--- config.mk ---
export PLATFORM = sky130hd
export DESIGN_NAME = rr_arb4_enc
export DESIGN_NICKNAME = d
export VERILOG_FILES = /design/src/rtl/rr_arb4_enc.sv
export SDC_FILE = /design/constraint.sdc
export NUM_CORES = 1
export LEC_CHECK = 0
export BUFFER_PORTS_ARGS = -buffer_cell sky130_fd_sc_hd__buf_2
export CAP_MARGIN = 20
export CELL_PAD_IN_SITES_DETAIL_PLACEMENT = 0
export CELL_PAD_IN_SITES_GLOBAL_PLACEMENT = 1
export CORE_MARGIN = 4
export CORE_UTILIZATION = 35
export CTS_CLUSTER_SIZE = 12
export DETAILED_ROUTE_END_ITERATION = 6
export PLACE_DENSITY = 0.73
export SLEW_MARGIN = 30
export SYNTH_ARGS = -nofsm -noshare
export SYNTH_HDL_FRONTEND = slang
export SYNTH_SLANG_ARGS = --single-unit
--- constraint.sdc ---
create_clock -name clk -period 1.99 [get_ports clk]
set_clock_uncertainty 0.1 [all_clocks]
set_input_delay 0.2985 -clock clk [delete_from_list [all_inputs] [get_ports clk]]
set_output_delay 0.2985 -clock clk [all_outputs]
set_load 0.03 [all_outputs]
--- src/rtl/rr_arb4_enc.sv ---
// rr_arb4_enc: four-way round-robin arbiter with a registered one-hot grant
// and its 2-bit encoded index (grant bit i <-> index i).
//
// Ports:
//   clk        rising-edge clock
//   rst        synchronous active-high reset
//   req[3:0]   request vector, bit i = requester i
//   done       release strobe from the current owner (ignored while idle)
//   gnt[3:0]   registered one-hot grant, zero when idle
//   gnt_id     encoded index of gnt, 2'b00 when idle
//   gnt_valid  high while a grant is active (always |gnt)
//   timeout    one-cycle pulse when a grant was forcibly released
//
// Handshake: a grant is held while req[gnt_id]=1 and done=0. It is released
// on done=1, on the owner dropping its request, or on hold expiry. At release
// the next owner is picked in the same cycle, so grants hand over with no
// idle bubble when another requester is waiting.
//
// Optional feature: define ARB_TIMEOUT_EN to enable the MAX_HOLD hold
// limit. Without it a grant is held indefinitely and timeout is tied to 0.
// gnt_valid mirrors the FSM state (IDLE=0, GRANT=1) for observation.
module rr_arb4_enc #(
  parameter int unsigned MAX_HOLD = 8
) (
  input  logic       clk,
  input  logic       rst,
  input  logic [3:0] req,
  input  logic       done,
  output logic [3:0] gnt,
  output logic [1:0] gnt_id,
  output logic       gnt_valid,
  output logic       timeout
);

  if (MAX_HOLD < 1 || MAX_HOLD > 255) begin : g_bad_max_hold
    $error("rr_arb4_enc: MAX_HOLD must be in 1..255");
  end

  typedef enum logic {IDLE = 1'b0, GRANT = 1'b1} state_t;

  state_t     state, state_n;
  logic [3:0] gnt_n;
  logic [1:0] gnt_id_n;
  logic [1:0] last, last_n;
  logic       release_now;
  logic       force_rel;
  logic       do_arb;
  logic [3:0] arb_req;
  logic [1:0] arb_ptr;
  logic [2:0] pick;
  logic       grant_load;

  // Search order p+1, p+2, p+3, p. Lowest priority is visited first so the
  // highest-priority set bit is the last one written.
  function automatic logic [2:0] rr_pick(input logic [3:0] r, input logic [1:0] p);
    logic [1:0] idx;
    rr_pick = 3'b000;
    for (int k = 4; k >= 1; k--) begin
      idx = p + 2'(k);
      if (r[idx]) rr_pick = {1'b1, idx};
    end
  endfunction

`ifdef ARB_TIMEOUT_EN
  localparam logic [7:0] HOLD_LAST = 8'(MAX_HOLD - 1);
  logic [7:0] hold_cnt;
  logic       timeout_q;

  // Forced release only when the owner would otherwise keep the slot; a
  // coinciding done is an ordinary release with no timeout pulse.
  assign force_rel = (state == GRANT) && (hold_cnt == HOLD_LAST) && !done && req[gnt_id];
  assign timeout   = timeout_q;

  always_ff @(posedge clk) begin
    if (rst) begin
      hold_cnt  <= 8'd0;
      timeout_q <= 1'b0;
    end else begin
      timeout_q <= force_rel;
      if (grant_load)
        hold_cnt <= 8'd0;
      else if (state == GRANT)
        hold_cnt <= hold_cnt + 8'd1;
    end
  end
`else
  assign force_rel = 1'b0;
  assign timeout   = 1'b0;
`endif

  assign release_now = (state == GRANT) && (done || !req[gnt_id] || force_rel);
  assign do_arb      = (state == IDLE) || release_now;

  // On release the owner becomes the new pointer and is masked out, so it
  // cannot win again without passing through IDLE.
  assign arb_ptr    = release_now ? gnt_id : last;
  assign arb_req    = release_now ? (req & ~gnt) : req;
  assign pick       = rr_pick(arb_req, arb_ptr);
  assign grant_load = do_arb && pick[2];

  always_comb begin
    state_n  = state;
    gnt_n    = gnt;
    gnt_id_n = gnt_id;
    last_n   = last;
    if (release_now) last_n = gnt_id;
    if (do_arb) begin
      if (pick[2]) begin
        state_n  = GRANT;
        gnt_n    = 4'b0001 << pick[1:0];
        gnt_id_n = pick[1:0];
      end else begin
        state_n  = IDLE;
        gnt_n    = 4'b0000;
        gnt_id_n = 2'b00;
      end
    end
  end

  always_ff @(posedge clk) begin
    if (rst) begin
      state  <= IDLE;
      gnt    <= 4'b0000;
      gnt_id <= 2'b00;
      last   <= 2'b11;
    end else begin
      state  <= state_n;
      gnt    <= gnt_n;
      gnt_id <= gnt_id_n;
      last   <= last_n;
    end
  end

  assign gnt_valid = |gnt;

endmodule

==> results.sh <==
export IMPL_synth_seq_cells=9
export IMPL_cp_slowest_cell="dfxtp_4"
export IMPL_avgViaCountPerCell=5.41
export IMPL_grt_ovfl_total=0
export IMPL_path_cells="mux2i_4 -> o221ai_4 -> o21ai_4 -> nor3_1 -> o32ai_2 -> o21ai_1 -> nor2b_4"
export IMPL_ant_nets=0
export IMPL_dieWidth_um=54.0
export IMPL_cts_sinks=9
export IMPL_grt_usage=0.196
export IMPL_rsz0062_at_grt="yes"
export IMPL_start_util=0.373
export IMPL_yosys_warnings=0
export IMPL_clkTransAtPathRegs_ns=0.06
export IMPL_port_buffers=13
export IMPL_clk_latency_ns=0.26
export IMPL_rows=16
export IMPL_fillCellCount=172
export IMPL_worstHoldStart="rst"
export IMPL_multi_input_area_sq_um=631
export IMPL_worstPathMaxFanout=6
export IMPL_totalWireLength_mm=2.41
export IMPL_layout_nets=135
export IMPL_regArea_sq_um=185
export IMPL_fp_dieH_um=54.0
export IMPL_async_reset_ff_frac=0
export IMPL_slowest_delay_ns=0.39
export IMPL_critical_path_startpoint_type="register"
export IMPL_leakagePower_nw=0.478
export IMPL_rrSetupSlack_ns=-0.09
export IMPL_htreeDepth=1
export IMPL_ir_worst_vdd_uv=546
export IMPL_cts_max_path_buffers=2
export IMPL_drc=0
export IMPL_fin_ws_ns=-0.0921
export IMPL_synthCells=87
export IMPL_drtPass1Iterations=4
export IMPL_diodes=0
export IMPL_dieArea_sq_um=2910
export IMPL_cts_tree="yes"
export IMPL_drv_slew=0
export IMPL_synth_area_sq_um=739
export IMPL_ys_dominant_reg_cell="dfxtp_1"
export IMPL_grt_pass1_wl_mm=4.05
export IMPL_grt_max_degree=11
export IMPL_cts_buffers=3
export IMPL_critPathKind="reg -> reg"
export IMPL_hold_path_class="in -> reg"
export IMPL_critPathRequiredTime_ns=2.04
export IMPL_finalHoldViolCount=0
export IMPL_p_per_area_nw_per_um2=761
export IMPL_startpoint="gnt_id[0]$_SDFFE_PP0P_"
export IMPL_violations="negative setup slack"
export IMPL_drt_wirelength_per_cell_um=15.6
export IMPL_syn_nets=94
export IMPL_setup_viol=5
export IMPL_status="finished with violations"
export IMPL_coreArea_sq_um=1980
export IMPL_endpoint_kind="register"
export IMPL_r2r_start="gnt_id[0]$_SDFFE_PP0P_"
export IMPL_fin_crit_ns=2.08
export IMPL_root_buffer="clkbuf_4"
export IMPL_antenna_found_initial=0
export IMPL_hpwlAfterDp_mm=1.65
export IMPL_cp_arrival_ns=2.13
export IMPL_ios=15
export IMPL_cap_violations=0
export IMPL_post_route_util=0.591
export IMPL_synth_edff_count=0
export IMPL_final_setup_tns_ns=-0.346
export IMPL_final_layout_size_suffix_gt1_frac=0.583
export IMPL_grt_pass1_vias=878
export IMPL_max_clock_freq_mhz=480
export IMPL_syn_to_final_growth_pct=58.4
export IMPL_cts_hold_buf=0
export IMPL_yosysSeqAreaShare=0.244
export IMPL_drt_initial_drc_count=22
export IMPL_routed_via_count=833
export IMPL_ys_types=38
export IMPL_synth_avg_cell_area_sq_um=8.50
export IMPL_gp_congestion=0.879
export IMPL_timing_final_crit_share=1.05
## final cells by class
class | instances | share of cell area
clock buffer | 4 | 0.0224
tap | 27 | 0.0288
inverter | 6 | 0.0192
timing repair buffer | 39 | 0.233
multi-input combinational | 69 | 0.538
sequential | 9 | 0.158
## layout by cell type (no fill, tap or decap), drive strengths merged, types with 2 or more instances in the layout
cell type,n
inv,6
o41ai,2
nand2,5
o21ai,8
buf,39
clkbuf,4
nor3,2
nand3b,3
o221ai,3
a22oi,2
mux2i,2
nand2b,5
a21boi,2
nor2,10
a21oi,6
dfxtp,9
or3,2
## repair_timing
item	CTS	global route
setup endpoints to repair	5	6
setup buffers	9	2
resized for setup	13	6
hold endpoints to repair	0	0
pin swaps	5	5
## where the power goes
group,internal (mW),switching [mW]
registers,0.209,0.0442
logic,0.236,0.260
clock network,0.0773,0.0645
## final timing paths
check	end	cells after the start
hold / removal	gnt_id[1]$_SDFFE_PP0P_	2
setup reg to reg	gnt_id[0]$_SDFFE_PP0P_	7
hold reg to reg	last[0]$_SDFF_PP1_	2
setup / recovery	gnt_id[0]$_SDFFE_PP0P_	7
## layer usage
layer,track usage,vias up,routed length (um),part of all wire
met5,0,-,0,0
met4,0.0894,0,44,0.018
met2,0.349,21,1250,0.52
met1,0.224,402,1020,0.43
li1,-,406,-,-
met3,0.0332,4,87,0.036
## state kept, by name, indices dropped and copies added, names as in the netlist
register  count
gnt           4
gnt_id        2
last          2
state         1
## synth_stat cells, types with 2 or more instances
cell      n  area share
nand2b_1  5       0.042
inv_1     6       0.030
o41ai_1   2       0.024
o21ai_1   7       0.047
or3_1     2       0.017
nor2_1    9       0.046
mux2i_4   2       0.061
nand2_1   5       0.025
nor3_1    2       0.014
a21boi_2  2       0.030
nand3b_1  3       0.030
o221ai_1  2       0.024
a22oi_1   2       0.020
dfxtp_1   9        0.24
a21oi_1   6       0.041
## kinds of logic after synthesis
kind of cell           synth area share
AOI/OAI and AO/OA                 0.371
buffers and inverters            0.0609
DFF                               0.244
muxes                            0.0609
other                           0.00507
and+or+nand+nor                   0.259
## metrics by stage
step	power [mW]	instances	area [sq um]	hold WS [ns]	worst slack, ns
3_5_place_dp	0.638	139	948	0.409	-0.123
5_1_grt	0.951	154	1170	0.239	-0.211
2_1_floorplan	0.521	87	759	0.369	-0.0331
4_1_cts	0.854	152	1120	0.240	-0.0506
6_report	0.891	154	1170	0.238	-0.0921
3_3_place_gp	0.635	139	948	0.403	-0.121
## critical path, delay by kind of cell, from the launching register on
family           cells  cell delay, ns
AND/OR/NAND/NOR      2            0.21
AO/OA/AOI/OAI        4            0.90
multiplexers         1            0.36
flip-flops           1            0.39
No activity file was read; power rests on OpenSTA's default activity.
